**src/rtl/pheap_root_ctrl.sv**
```systemverilog
// Root-level controller of a pipelined max-heap: holds the root entry and free capacity,
// reads the two level-2 children, and issues one push-down command per operation.
module pheap_root_ctrl #(
  parameter int KEY_W  = 16,
  parameter int VAL_W  = 16,
  parameter int LEVELS = 4
) (
  input  logic              clk,
  input  logic              rst,
  input  logic              start,
  input  logic [1:0]        op,
  input  logic [KEY_W-1:0]  in_key,
  input  logic [VAL_W-1:0]  in_val,
  input  logic              cL_active,
  input  logic              cR_active,
  input  logic [LEVELS-2:0] cL_cap,
  input  logic [LEVELS-2:0] cR_cap,
  input  logic [KEY_W-1:0]  cL_key,
  input  logic [KEY_W-1:0]  cR_key,
  input  logic [VAL_W-1:0]  cL_val,
  input  logic [VAL_W-1:0]  cR_val,
  output logic              rd_en,
  output logic              nl_valid,
  input  logic              nl_ready,
  output logic [1:0]        nl_op,
  output logic              nl_pos,
  output logic [KEY_W-1:0]  nl_key,
  output logic [VAL_W-1:0]  nl_val,
  output logic              out_valid,
  output logic [KEY_W-1:0]  out_key,
  output logic [VAL_W-1:0]  out_val,
  output logic              head_valid,
  output logic [KEY_W-1:0]  head_key,
  output logic [VAL_W-1:0]  head_val,
  output logic              busy,
  output logic              err,
  output logic              full,
  output logic              empty,
  output logic [LEVELS-1:0] count
);

  localparam logic [1:0] OP_NOP = 2'b00;
  localparam logic [1:0] OP_ENQ = 2'b01;
  localparam logic [1:0] OP_DEQ = 2'b10;
  localparam logic [1:0] OP_REP = 2'b11;
  localparam logic [LEVELS-1:0] MAX_CAP = '1;
  localparam logic [LEVELS-1:0] CAP_ONE = {{(LEVELS-1){1'b0}}, 1'b1};

  typedef enum logic [1:0] {S_IDLE, S_READ, S_EXEC, S_PUSH} state_t;

  state_t            state_q, state_d;
  logic [1:0]        op_q, op_d;
  logic [KEY_W-1:0]  in_key_q, in_key_d;
  logic [VAL_W-1:0]  in_val_q, in_val_d;
  logic              root_act_q, root_act_d;
  logic [KEY_W-1:0]  root_key_q, root_key_d;
  logic [VAL_W-1:0]  root_val_q, root_val_d;
  logic [LEVELS-1:0] cap_q, cap_d;
  logic              cl_act_q, cl_act_d, cr_act_q, cr_act_d;
  logic [LEVELS-2:0] cl_cap_q, cl_cap_d, cr_cap_q, cr_cap_d;
  logic [KEY_W-1:0]  cl_key_q, cl_key_d, cr_key_q, cr_key_d;
  logic [VAL_W-1:0]  cl_val_q, cl_val_d, cr_val_q, cr_val_d;
  logic [1:0]        nl_op_q, nl_op_d;
  logic              nl_pos_q, nl_pos_d;
  logic [KEY_W-1:0]  nl_key_q, nl_key_d;
  logic [VAL_W-1:0]  nl_val_q, nl_val_d;

  logic              rd_en_c, err_c, out_valid_c;
  logic              pick_r, any_child, live;
  logic [KEY_W-1:0]  best_key;
  logic [VAL_W-1:0]  best_val;

  // Larger active child wins; equal keys go left.
  assign pick_r    = cr_act_q && (!cl_act_q || (cr_key_q > cl_key_q));
  assign any_child = cl_act_q || cr_act_q;
  assign best_key  = pick_r ? cr_key_q : cl_key_q;
  assign best_val  = pick_r ? cr_val_q : cl_val_q;

  always_comb begin
    state_d = state_q;   op_d = op_q;   in_key_d = in_key_q;   in_val_d = in_val_q;
    root_act_d = root_act_q;   root_key_d = root_key_q;   root_val_d = root_val_q;
    cap_d = cap_q;
    cl_act_d = cl_act_q;   cr_act_d = cr_act_q;   cl_cap_d = cl_cap_q;   cr_cap_d = cr_cap_q;
    cl_key_d = cl_key_q;   cr_key_d = cr_key_q;   cl_val_d = cl_val_q;   cr_val_d = cr_val_q;
    nl_op_d = nl_op_q;   nl_pos_d = nl_pos_q;   nl_key_d = nl_key_q;   nl_val_d = nl_val_q;
    rd_en_c = 1'b0;   err_c = 1'b0;   out_valid_c = 1'b0;
    case (state_q)
      S_IDLE: if (start && (op != OP_NOP)) begin
        rd_en_c = 1'b1;
        op_d = op;   in_key_d = in_key;   in_val_d = in_val;
        state_d = S_READ;
      end
      S_READ: begin
        cl_act_d = cL_active;   cr_act_d = cR_active;   cl_cap_d = cL_cap;   cr_cap_d = cR_cap;
        cl_key_d = cL_key;   cr_key_d = cR_key;   cl_val_d = cL_val;   cr_val_d = cR_val;
        state_d = S_EXEC;
      end
      S_EXEC: begin
        state_d = S_IDLE;
        case (op_q)
          OP_ENQ: if (cap_q == '0) begin
            err_c = 1'b1;
          end else if (!root_act_q) begin
            root_act_d = 1'b1;   root_key_d = in_key_q;   root_val_d = in_val_q;
            cap_d = cap_q - CAP_ONE;
          end else begin
            cap_d = cap_q - CAP_ONE;
            nl_op_d = OP_ENQ;   nl_pos_d = (cr_cap_q > cl_cap_q);   state_d = S_PUSH;
            if (in_key_q > root_key_q) begin
              root_key_d = in_key_q;   root_val_d = in_val_q;
              nl_key_d = root_key_q;   nl_val_d = root_val_q;
            end else begin
              nl_key_d = in_key_q;   nl_val_d = in_val_q;
            end
          end
          OP_DEQ: if (!root_act_q) begin
            err_c = 1'b1;
          end else begin
            out_valid_c = 1'b1;
            if (cap_q != MAX_CAP) cap_d = cap_q + CAP_ONE;
            if (!any_child) begin
              root_act_d = 1'b0;   root_key_d = '0;   root_val_d = '0;
            end else begin
              root_key_d = best_key;   root_val_d = best_val;
              nl_op_d = OP_DEQ;   nl_pos_d = pick_r;   nl_key_d = best_key;   nl_val_d = best_val;
              state_d = S_PUSH;
            end
          end
          OP_REP: if (!root_act_q) begin
            err_c = 1'b1;
          end else begin
            out_valid_c = 1'b1;
            if (!any_child || (in_key_q >= best_key)) begin
              root_key_d = in_key_q;   root_val_d = in_val_q;
            end else begin
              root_key_d = best_key;   root_val_d = best_val;
              nl_op_d = OP_REP;   nl_pos_d = pick_r;   nl_key_d = in_key_q;   nl_val_d = in_val_q;
              state_d = S_PUSH;
            end
          end
          default: ;
        endcase
      end
      S_PUSH: if (nl_ready) state_d = S_IDLE;
      default: state_d = S_IDLE;
    endcase
  end

  always_ff @(posedge clk) begin
    if (rst) begin
      state_q <= S_IDLE;   op_q <= OP_NOP;   in_key_q <= '0;   in_val_q <= '0;
      root_act_q <= 1'b0;   root_key_q <= '0;   root_val_q <= '0;   cap_q <= MAX_CAP;
      cl_act_q <= 1'b0;   cr_act_q <= 1'b0;   cl_cap_q <= '0;   cr_cap_q <= '0;
      cl_key_q <= '0;   cr_key_q <= '0;   cl_val_q <= '0;   cr_val_q <= '0;
      nl_op_q <= OP_NOP;   nl_pos_q <= 1'b0;   nl_key_q <= '0;   nl_val_q <= '0;
    end else begin
      state_q <= state_d;   op_q <= op_d;   in_key_q <= in_key_d;   in_val_q <= in_val_d;
      root_act_q <= root_act_d;   root_key_q <= root_key_d;   root_val_q <= root_val_d;
      cap_q <= cap_d;
      cl_act_q <= cl_act_d;   cr_act_q <= cr_act_d;   cl_cap_q <= cl_cap_d;   cr_cap_q <= cr_cap_d;
      cl_key_q <= cl_key_d;   cr_key_q <= cr_key_d;   cl_val_q <= cl_val_d;   cr_val_q <= cr_val_d;
      nl_op_q <= nl_op_d;   nl_pos_q <= nl_pos_d;   nl_key_q <= nl_key_d;   nl_val_q <= nl_val_d;
    end
  end

  // Outputs are forced quiet while rst is high, not only after the reset edge.
  assign live       = !rst;
  assign busy       = live && (state_q != S_IDLE);
  assign rd_en      = live && rd_en_c;
  assign err        = live && err_c;
  assign out_valid  = live && out_valid_c;
  assign out_key    = out_valid ? root_key_q : '0;
  assign out_val    = out_valid ? root_val_q : '0;
  assign nl_valid   = live && (state_q == S_PUSH);
  assign nl_op      = nl_valid ? nl_op_q : OP_NOP;
  assign nl_pos     = nl_valid && nl_pos_q;
  assign nl_key     = nl_valid ? nl_key_q : '0;
  assign nl_val     = nl_valid ? nl_val_q : '0;
  assign head_valid = live && root_act_q;
  assign head_key   = live ? root_key_q : '0;
  assign head_val   = live ? root_val_q : '0;
  assign full       = live && (cap_q == '0);
  assign empty      = !live || (cap_q == MAX_CAP);
  assign count      = live ? (MAX_CAP - cap_q) : '0;

endmodule
```
**config.mk**
```make
export PLATFORM = sky130hd
export DESIGN_NAME = pheap_root_ctrl
export DESIGN_NICKNAME = d
export VERILOG_FILES = /design/src/rtl/pheap_root_ctrl.sv
export SDC_FILE = /design/constraint.sdc
export NUM_CORES = 1
export LEC_CHECK = 0
export CORE_UTILIZATION = 50
export DETAILED_ROUTE_END_ITERATION = 12
export PLACE_DENSITY = 0.83
export SETUP_SLACK_MARGIN = 0.2
export SLEW_MARGIN = 10
export SYNTH_ARGS = -nofsm -noshare
export SYNTH_HDL_FRONTEND = slang
export SYNTH_SLANG_ARGS = --single-unit
```
**constraint.sdc**
```tcl
create_clock -name clk -period 4.8 [get_ports clk]
set_input_delay 0.72 -clock clk [delete_from_list [all_inputs] [get_ports clk]]
set_output_delay 0.72 -clock clk [all_outputs]
set_load 0.005 [all_outputs]
```
; ---- After elaboration in Yosys (flattened, before gate mapping)
; Index checks and enable logic that the tools add are counted.
[totals]
regBits = 180
elab_cells = 158
output_inout_bits = 111
input_bits = 110
[classes]
addsub = 3
eq_ne = 18
muxes = 83
n_reduce_logical = 30
n_lt_le_gt_ge = 4
[op_table]
columns = operator, n
row1 = $mux 16, 36
row2 = $pmux 16 s3, 4
row3 = $gt 16x16->1, 2
row4 = $mux 2, 15
row5 = $ne 2x2->1 const B, 9
row6 = $mux 1, 17
row7 = $ge 16x16->1, 1
row8 = $mux 4, 4
row9 = $pmux 2 s3, 2
row10 = $logic_and 1x1->1, 10
row11 = $eq 2x2->1 const B, 4
row12 = $pmux 2 s4, 1
row13 = $pmux 4 s2, 1
row14 = $reduce_and 8->1, 1
row15 = $reduce_and 6->1, 1
row16 = $reduce_bool 2->1, 3
row17 = $reduce_and 5->1, 1
row18 = $add 4x1->4 const B, 1
row19 = $eq 2x1->1 const B, 2
row20 = $eq 4x4->1 const B, 1
row21 = $logic_not 4->1, 1
row22 = $logic_or 1x1->1, 4
row23 = $ne 4x4->1 const B, 1
row24 = $pmux 1 s2, 2
row25 = 11 further kinds, 14

; ---- Depth between registers and ports, before layout
; Gate-level depths: netlist (run 1).
[logic_depth]
depth_word = 10
mapped_depth = 19
mapped_depth_nobuf = 16

; ---- Worst setup path before layout (run 1)
; OpenSTA, ideal clock, no wires.
[synth_path]
path_kind = register -> register
from = register cl_key_q[15]
to = register root_val_q[4]
slack_ns = 0.669
t_arrival_ns = 4.028
setup_ns = 0.103
period_less_slack_ns = 4.131
required_time_ns = 4.697
path_stages_with_launch = 20
path_buffers = 3
path_cell_list = dfxtp_1 -> inv_1 -> ha_1 -> nand4_2 -> nor4_2 -> a21boi_1 -> o311a_1 -> buf_4 -> buf_4 -> mux2_2 -> inv_1 -> ha_1 -> o21a_1 -> a211oi_1 -> o211ai_1 -> nor2_1 -> clkbuf_1 -> o21a_1 -> o21ai_0 -> a2111oi_2
[synth_between]
elab_chain_cells = 9
word_cells_on_any_way = 12
classes_between = order compare (2) / mux (7) / reduce/logical (3)
[synth_rtl]
columns = item, line_no
row1 = start: declaration, 61  ; logic [KEY_W-1:0] cl_key_q, cl_key_d, cr_key_q, cr_key_d;
row2 = start signal: assignment, 161  ; cl_key_q <= cl_key_d; cr_key_q <= cr_key_d; cl_val_q <= cl_val_d; cr_val_q <= cr_val_d;
row3 = $gt 16x16->1, 74  ; assign pick_r = cr_act_q && (!cl_act_q || (cr_key_q > cl_key_q));
row4 = $logic_or 1x1->1, 74
row5 = $logic_and 1x1->1, 74
row6 = $mux 16, 76  ; assign best_key = pick_r ? cr_key_q : cl_key_q;
row7 = $ge 16x16->1, 133  ; if (!any_child || (in_key_q >= best_key)) begin
row8 = $logic_or 1x1->1, 133
row9 = $mux 16, 133
row10 = $mux 16, 129  ; OP_REP: if (!root_act_q) begin
row11 = $pmux 16 s3 *, 100  ; case (op_q)
row12 = end signal: assignment, 158  ; root_act_q <= root_act_d; root_key_q <= root_key_d; root_val_q <= root_val_d;
row13 = end: declaration, 57  ; logic [VAL_W-1:0] root_val_q, root_val_d;
; Every way passes the cells marked *; elsewhere a longest branch is shown, timed or not. The select of a mux whose other input is x is not followed.
; A chain may end at the register's enable or synchronous reset.

; ---- Worst setup path in the final report (run 1)
[layout_path]
from = register cl_key_q[15]
to = register nl_pos_q
[layout_between]
elab_chain_cells = 8
word_cells_on_any_way = 13
classes_between = order compare (2) / eq/ne (1) / mux (6) / reduce/logical (4)
[layout_rtl]
columns = item, line_no
row1 = $gt 16x16->1, 74
row2 = $logic_or 1x1->1, 74
row3 = $logic_and 1x1->1, 74
row4 = $mux 16, 76
row5 = $ge 16x16->1, 133
row6 = $logic_or 1x1->1, 133
row7 = $ne 2x2->1 (no line), -
row8 = $reduce_and 8->1 (no line), -
row9 = end signal: assignment, 162  ; nl_op_q <= nl_op_d; nl_pos_q <= nl_pos_d; nl_key_q <= nl_key_d; nl_val_q <= nl_val_d;
row10 = end: declaration, 64  ; logic nl_pos_q, nl_pos_d;
; Several ways; a longest one is shown, not always the timed one. The select of a mux whose other input is x is not followed.

==> results of run 1 <==
==> stage by stage <==
step           hold slack (ns)  util (%)  setup slack [ns]
3_3_place_gp             0.441      62.6             0.233
6_report                 0.455      65.9             0.383
4_1_cts                  0.455      65.7             0.222
3_5_place_dp             0.443      62.6            0.0391
5_1_grt                  0.476      65.9             0.171
2_1_floorplan            0.433         -             0.669
==> layout make-up <==
class | count | area share [%]
multi-input cells | 995 | 45.9
clock buffers | 17 | 3.19
clock inverters | 15 | 1.47
well taps | 270 | 2.53
flip-flops and latches | 180 | 27.0
repair buffers | 251 | 18.4
inverters | 51 | 1.44
==> what timing repair did <==
action / CTS / global route
setup buffers: 0 / 1
resized for setup: 2 / 7
endpoints found under the setup margin: 13 / 54
pin swaps: 0 / 2
==> worst max-delay path: cells and delay by family (launching register included) <==
kind                       cells  cell delay (ns)
AOI/OAI and AO/OA              5             1.22
and+or+nand+nor                6             1.31
buffers and inverters          4             0.55
adders and majority gates      2             0.46
DFF                            1             0.35
muxes                          1             0.41
==> cells in the mapped netlist (13+ instances only) <==
cell type,number,share of area (%)
a211oi_1,20,1.5
a21oi_1,193,9.4
a22oi_1,19,1.4
and2_1,68,4.1
buf_2,13,0.63
clkbuf_1,80,2.9
dfxtp_1,180,35
ha_1,53,6.4
inv_1,50,1.8
mux2_2,39,4.3
mux2i_1,16,1.6
nand2_1,232,8.5
nand3_1,27,1.3
nor2_1,70,2.6
nor2b_1,26,1.6
nor3_1,18,0.88
o211ai_1,17,1.2
o21a_1,31,2.3
o21ai_0,61,3.0
o31ai_1,17,1.2
==> power by group <==
group	switching [W]	total, W	internal, W
logic	0.000396	0.000672	0.000276
registers	0.0000599	0.00160	0.00154
clock network	0.000655	0.00149	0.000836
==> metal layers <==
layer  part of all wire, %  global-route usage (%)  vias up
li1                      -                       -     4953
met1                    41                    41.6     4954
met2                    45                    49.0      577
met3                   9.9                    5.52      113
met4                   3.7                    14.3        0
met5                     0                       0        -
==> how the worst max path moves through the flow <==
stage / slack (ns) / endpoint / from / cells past startpoint
detailed placement: 0.04 / nl_key_q[6]$_SDFFE_PP0P_ / cl_key_q[15]$_SDFFE_PP0N_ / 17
CTS: 0.22 / nl_pos_q$_SDFFE_PP0P_ / cl_key_q[15]$_SDFFE_PP0N_ / 18
global placement: 0.23 / nl_key_q[6]$_SDFFE_PP0P_ / cl_key_q[15]$_SDFFE_PP0N_ / 17
global route: 0.17 / nl_pos_q$_SDFFE_PP0P_ / cl_key_q[15]$_SDFFE_PP0N_ / 18
finish: 0.38 / nl_pos_q$_SDFFE_PP0P_ / cl_key_q[15]$_SDFFE_PP0N_ / 18
floorplan: 0.67 / root_val_q[4]$_SDFFE_PP0P_ / cl_key_q[15]$_SDFFE_PP0N_ / 19
==> sequential cells by signal, indices dropped and copies added, names as in the netlist, 2 cells and up <==
name	count
cap_q	4
cl_cap_q	3
cl_key_q	16
cl_val_q	16
cr_cap_q	3
cr_key_q	16
cr_val_q	16
in_key_q	16
in_val_q	16
nl_key_q	16
nl_op_q	2
nl_val_q	16
op_q	2
root_key_q	16
root_val_q	16
state_q	2
==> cells in the final DEF (no fill, tap or decap), types with 2 or more instances in the layout <==
cell type / n
nand2_1: 232
clkdlybuf4s50_1: 219
a21oi_1: 193
dfxtp_1: 179
nor2_1: 68
and2_1: 68
o21ai_0: 61
ha_1: 53
inv_1: 50
mux2_2: 39
o21a_1: 31
buf_4: 29
nand3_1: 26
nor2b_1: 24
a211oi_1: 20
a22oi_1: 19
o211ai_1: 17
nor3_1: 17
o31ai_1: 17
clkbuf_16: 17
mux2i_1: 16
a2111oi_2: 11
nand4_1: 10
a21o_1: 7
and3_1: 7
or3_1: 7
nor2_2: 5
nor4_1: 4
o211a_1: 4
inv_6: 4
a311oi_1: 3
bufinv_16: 3
clkinv_2: 3
xnor2_1: 2
a31o_2: 2
clkinv_4: 2
inv_8: 2
==> cell families after synthesis <==
group	share of synthesized area, %
adders and majority gates	6.64
and+or+nand+nor	21.6
muxes	5.83
DFF	35.0
buffers and inverters	6.14
xor gates and xnor gates	0.255
AOI/OAI and AO/OA	24.5
==> summary.md, run 1 <==
| Metric | Value |
|---|---|
| Status | complete, but fails checks |
| Violated checks | design-rule violations |
| Fin Clk Skew | 0.00759 ns |
| Post-synth ARST share | 0% |
| CP arrival | 4.77 ns |
| Gr usage total | 31.1% |
| Cell variety after synth | 60 |
| Worst-path clk slew | 0.07 ns |
| Synth Flop Type | dfxtp_1 |
| Hpwl dp | 22.6 mm |
| Crit path kind | register to register |
| Hold Path Stages | 2 |
| Final setup vio count | 0 |
| Reg2reg start | cl_key_q[15]$_SDFFE_PP0N_ |
| Sequential-to-total area share from yosys stat | 35.0% |
| Non-Filler Cell Area, Final | 13300 um^2 |
| Total Power | 0.00377 W |
| PwrDens | 283 nW/um^2 |
| Startpoint Class | register |
| 1st-pass router iterations | 10 |
| CP Cell Sequence | inv_1 > ha_1 > nand4_2 > nor4_2 > a21boi_2 > o311a_4 > buf_12 > mux2_2 > inv_1 > ha_1 > nand4_1 > or3_1 > o211ai_1 > nor3_4 > o311ai_4 > buf_8 > a211oi_1 > nor3_1 |
| First-pass GRT wire length | 52.6 mm |
| Wire length per cell | 18.7 um |
| Gpl congestion | 0.900 |
| Detail Route Antenna Nets | 0 |
| Layout cell share with drive strength beyond 1 | 9.15% |
| Worst vdd rail ir drop | 243 uV |
| Placed cell areas | 12700 um^2 |
| Initial Util | 50.8% |
| Slowest cell on crit path | mux2_2 |
| Hold_sp | cl_val_q[15]$_SDFFE_PP0N_ |
| Fin crit period | 4.42 ns |
| Syn_area_per_cell | 7.75 um^2 |
| #FFs+latches synth | 180 |
| Multi-input gate area | 6120 um^2 |
| Max-Cap Viols | 0 |
| Chip height | 145 um |
| Min-Delay Endpoint | cl_val_q[15]$_SDFFE_PP0N_ |
| Worst R2R Path Depth | 18 |
| DRC | 1 |
| Initial DRC count | 1246 |
| Max Slew Vio Count | 0 |
| Unrepaired setup endpoints after global routing | no |
| CTS H-tree lvls | 4 |
| CTS Hold Bufs | 0 |
| Initial antenna violation count | 0 |
| Vias in the first global route | 10000 |
| Via/cell ratio | 5.96 |
| Cell Count Post-Placement | 1746 |
| CP max stage delay | 0.41 ns |
| Post-synth EDFFs | 0 |
| Final std cells w/o fill | 1779 |
| TritonCTS clock tree | done |
| Leak | 4.85 nW |
| Netlist Area Pre-Place | 10300 um^2 |
| Num rows | 52 |
| CTS max path bufs | 2 |
| Cells after Synth | 1328 |
| CP Capture Type | register |
| Largest net degree at the start of global routing | 91 |
| # port buffers | 220 |
| Nets | 1660 |
| Diodes inserted | 0 |
| CTS Buf Count | 17 |
| R2R setup slack | 0.38 ns |
| DIE AREA | 21200 um^2 |
| Grt ovf | 0 |
| Slew headroom | 19.3% |
| Placeable Area | 20200 um^2 |
| Slew @ Worst Pin | 1.21 ns |
| Net Count, Synth | 1492 |
| Synth warnings | 0 |
| Final TNS setup | 0 ns |
| # clock sinks | 180 |
| Filler cell count | 1695 |
| Via count | 10600 |
| CP Max Fanout | 22 |
| Worst EP required | 5.15 ns |
| Layout area overhead | 29.5% |
| Final WL | 33.2 mm |
| Min-delay worst type | register to register |
| Hold Fails Final Rpt | 0 |
| Clock Root Buffer | clkbuf_16 |
| Insertion delay to the later sink of the worst-skew pair | 0.44 ns |
| Ports | 221 |
| Max Fclk | 226 MHz |
| FF/Latch Area | 3600 um^2 |
| RR Endpoint | nl_pos_q$_SDFFE_PP0P_ |
| Die X | 145 um |
| Final worst-path cycle share | 92.0% |
Note: power is estimated with default switching activity, not from simulation.
==> inputs of run 2 (changes only) <==
==> constraint.sdc (replaced) <==
create_clock -name clk -period 4.9 [get_ports clk]
set_input_delay 0.735 -clock clk [delete_from_list [all_inputs] [get_ports clk]]
set_output_delay 0.735 -clock clk [all_outputs]
set_load 0.005 [all_outputs]
==> run 2 against run 1 <==
The flow now finishes without violations. Count of clock-buffer cells in the layout rose by 1. Sequential power barely moved. Critical path type unchanged. Global-route usage fell by 0.52 points. Critical endpoint unchanged. Largest cell class unchanged. Critical path depth rose by 1. Setup slack improved by 0.050 ns. Hold slack got worse by 0.00092 ns. Combinational power fell by 4.0%. Clock power barely moved.
==> summary.md, run 2 (synthesis results as in run 1) <==
| Metric | Value |
|---|---|
| # clock sinks | 180 (unchanged) |
| Busiest grt layer | met2 |
| Initial DRC count | 1106 (-11%) |
| Slew @ Worst Pin | 1.18 ns (-0.0329 ns) |
| Diodes inserted | 0 (unchanged) |
| TritonCTS clock tree | done |
| Initial antenna violation count | 0 (unchanged) |
| CTS Hold Bufs | 0 (unchanged) |
| Non-Filler Cell Area, Final | 13300 um^2 (unchanged) |
| Leak | 4.84 nW (about the same) |
| First-pass GRT wire length | 51.9 mm (-1.3%) |
| Insertion delay to the later sink of the worst-skew pair | 0.44 ns (about the same) |
| Die X | 145 um (unchanged) |
| CP Cell Sequence | inv_1 > ha_1 > nand4_2 > nor4_2 > a21boi_1 > o311a_4 > buf_4 > mux2_2 > inv_1 > ha_1 > nor4_1 > a21oi_1 > and3_1 > nor3_2 > o311ai_4 > buf_4 > buf_12 > a211oi_1 > nor3_1 |
| Family with the most delay on the worst path | simple AND/OR/NAND/NOR gates |
| Wire length per cell | 18.5 um (-0.63%) |
| Flop pwr share | 42.8% (+0.2 points) |
| CP arrival | 4.76 ns (about the same) |
| Max-Cap Viols | 0 (unchanged) |
| Final TNS setup | 0 ns (unchanged) |
| Final core occ | 65.9% (unchanged) |
| Ports | 221 (unchanged) |
| Hold Fails Final Rpt | 0 (unchanged) |
| WHS | 0.454 ns (-0.000916 ns) |
| Via/cell ratio | 5.96 (+0.10%) |
| Crit path kind | register to register |
| Placeable Area | 20200 um^2 (unchanged) |
| Final WL | 33.0 mm (-0.63%) |
| Unrepaired setup endpoints after global routing | no |
| # port buffers | 220 (unchanged) |
| Fin Clk Skew | 0.0105 ns (+0.00290 ns) |
| Met1 Use GR | 40.2% (-1.5 points) |
| CTS max path bufs | 2 (unchanged) |
| Slowest cell on crit path | mux2_2 |
| CP Capture Type | register |
| Final worst-path cycle share | 91.2% (-0.86 points) |
| Min-delay worst type | register to register |
| Layout cell share with drive strength beyond 1 | 9.15% (unchanged) |
| Buf/Inv on CP | 5 (+1) |
| Commonest non-fill, non-tap cell in the layout | nand2_1 |
| Combinational power share | 17.5% (-0.3 points) |
| Total Power | 0.00368 W (-2.2%) |
| Detail Route Antenna Nets | 0 (unchanged) |
| Worst EP required | 5.19 ns (+0.04 ns) |
| Max Fclk | 224 MHz (-1.1%) |
| Filler cell count | 1644 (-3.0%) |
| Met2 usage | 48.8% (-0.14 points) |
| Hpwl dp | 23.0 mm (+1.5%) |
| Chip height | 145 um (unchanged) |
| CP max stage delay | 0.38 ns (-0.03 ns) |
| Clk pwr share | 39.7% (about the same) |
| GR Util met3 | 6.83% (+1.3 points) |
| Status | complete, no violations |
| Vias in the first global route | 10000 (-0.12%) |
| Slew headroom | 21.4% (+2.2 points) |
| Startpoint Class | register |
| Worst-path clk slew | 0.07 ns (about the same) |
| Placed cell areas | 12600 um^2 (-0.22%) |
| DRC | 0 (-1) |
| Gpl congestion | 0.912 (+1.4%) |
| Num rows | 52 (unchanged) |
| Final setup vio count | 0 (unchanged) |
| Fin crit period | 4.47 ns (+0.0501 ns) |
| Via count | 10600 (+0.10%) |
| DIE AREA | 21200 um^2 (unchanged) |
| Most frequent cells in the layout | nand2_1 (232), clkdlybuf4s50_1 (219), a21oi_1 (193) |
| PwrDens | 276 nW/um^2 (-2.2%) |
| Clock Root Buffer | clkbuf_16 |
| Largest net degree at the start of global routing | 96 (+5.5%) |
| 1st-pass router iterations | 7 (-3) |
| Sw Ratio | 29.0% (-0.51 points) |
| Grt ovf | 0 (unchanged) |
| Internal | 0.00262 W (-1.5%) |
| P_sw | 0.00107 W (-3.9%) |
| Nets | 1660 (unchanged) |
| Worst vdd rail ir drop | 225 uV (-7.6%) |
| Gr usage total | 30.6% (-0.52 points) |
| CTS Buf Count | 17 (unchanged) |
| CP Max Fanout | 22 (unchanged) |
| CTS H-tree lvls | 4 (unchanged) |
| Max Slew Vio Count | 0 (unchanged) |
| Layout area overhead | 29.5% (unchanged) |
| Initial Util | 50.8% (unchanged) |
==> run 2: per-layer routing <==
layer,vias up,routed length [um]
met5,-,0
met4,0,994
met3,83,3110
met2,577,15300
met1,5002,13600
li1,4946,-
==> run 2: power by group through the flow <==
stage                     sequential (W)  clock (W)  combinational [W]
after floorplan                  0.00158          0           0.000400
after global placement           0.00160          0           0.000612
after detailed placement         0.00161          0           0.000628
after CTS                        0.00157    0.00147           0.000632
after global routing             0.00158    0.00153           0.000696
final                            0.00158    0.00146           0.000645
==> run 2: repair_timing <==
item                                    CTS  global route
pin swaps                                 0             2
endpoints found under the setup margin   13            64
buffers inserted                          0             3
resized for setup                         1            10
endpoints found under the hold margin     0             0
==> run 2: path summary, 6_finish.rpt <==
check | startpoint | to | slack (ns) | cells past startpoint
max | cl_key_q[13]$_SDFFE_PP0N_ | nl_pos_q$_SDFFE_PP0P_ | 0.43 | 19
min | cl_val_q[3]$_SDFFE_PP0N_ | cl_val_q[3]$_SDFFE_PP0N_ | 0.45 | 2
max reg2reg | cl_key_q[13]$_SDFFE_PP0N_ | nl_pos_q$_SDFFE_PP0P_ | 0.43 | 19
min reg2reg | cl_val_q[3]$_SDFFE_PP0N_ | cl_val_q[3]$_SDFFE_PP0N_ | 0.45 | 2
==> run 2: per-stage QoR <==
step / cells / setup slack, ns
after detailed placement: 1744 / 0.175
after global routing: 1779 / 0.172
after global placement: 1744 / 0.432
after CTS: 1776 / 0.266
after floorplan: 1328 / 0.769
final: 1779 / 0.432
==> run 2: final cells by class <==
class                      count  area [um^2]  share of cell area [%]
clock buffer                  18          439                    3.30
clock inverter                14          189                    1.42
inverter                      51          191                    1.44
multi-input combinational    995         6110                    45.8
sequential                   180         3600                    27.0
tap                          270          338                    2.53
timing repair buffer         251         2460                    18.4
==> run 2: worst register-to-register path: cells and delay by family, from the launching register on <==
family	cells	cell delay (ns)
simple gates	6	1.37
mux	1	0.38
buf+inv	5	0.68
compound gates	5	1.01
fa+ha+maj	2	0.54
flops	1	0.37
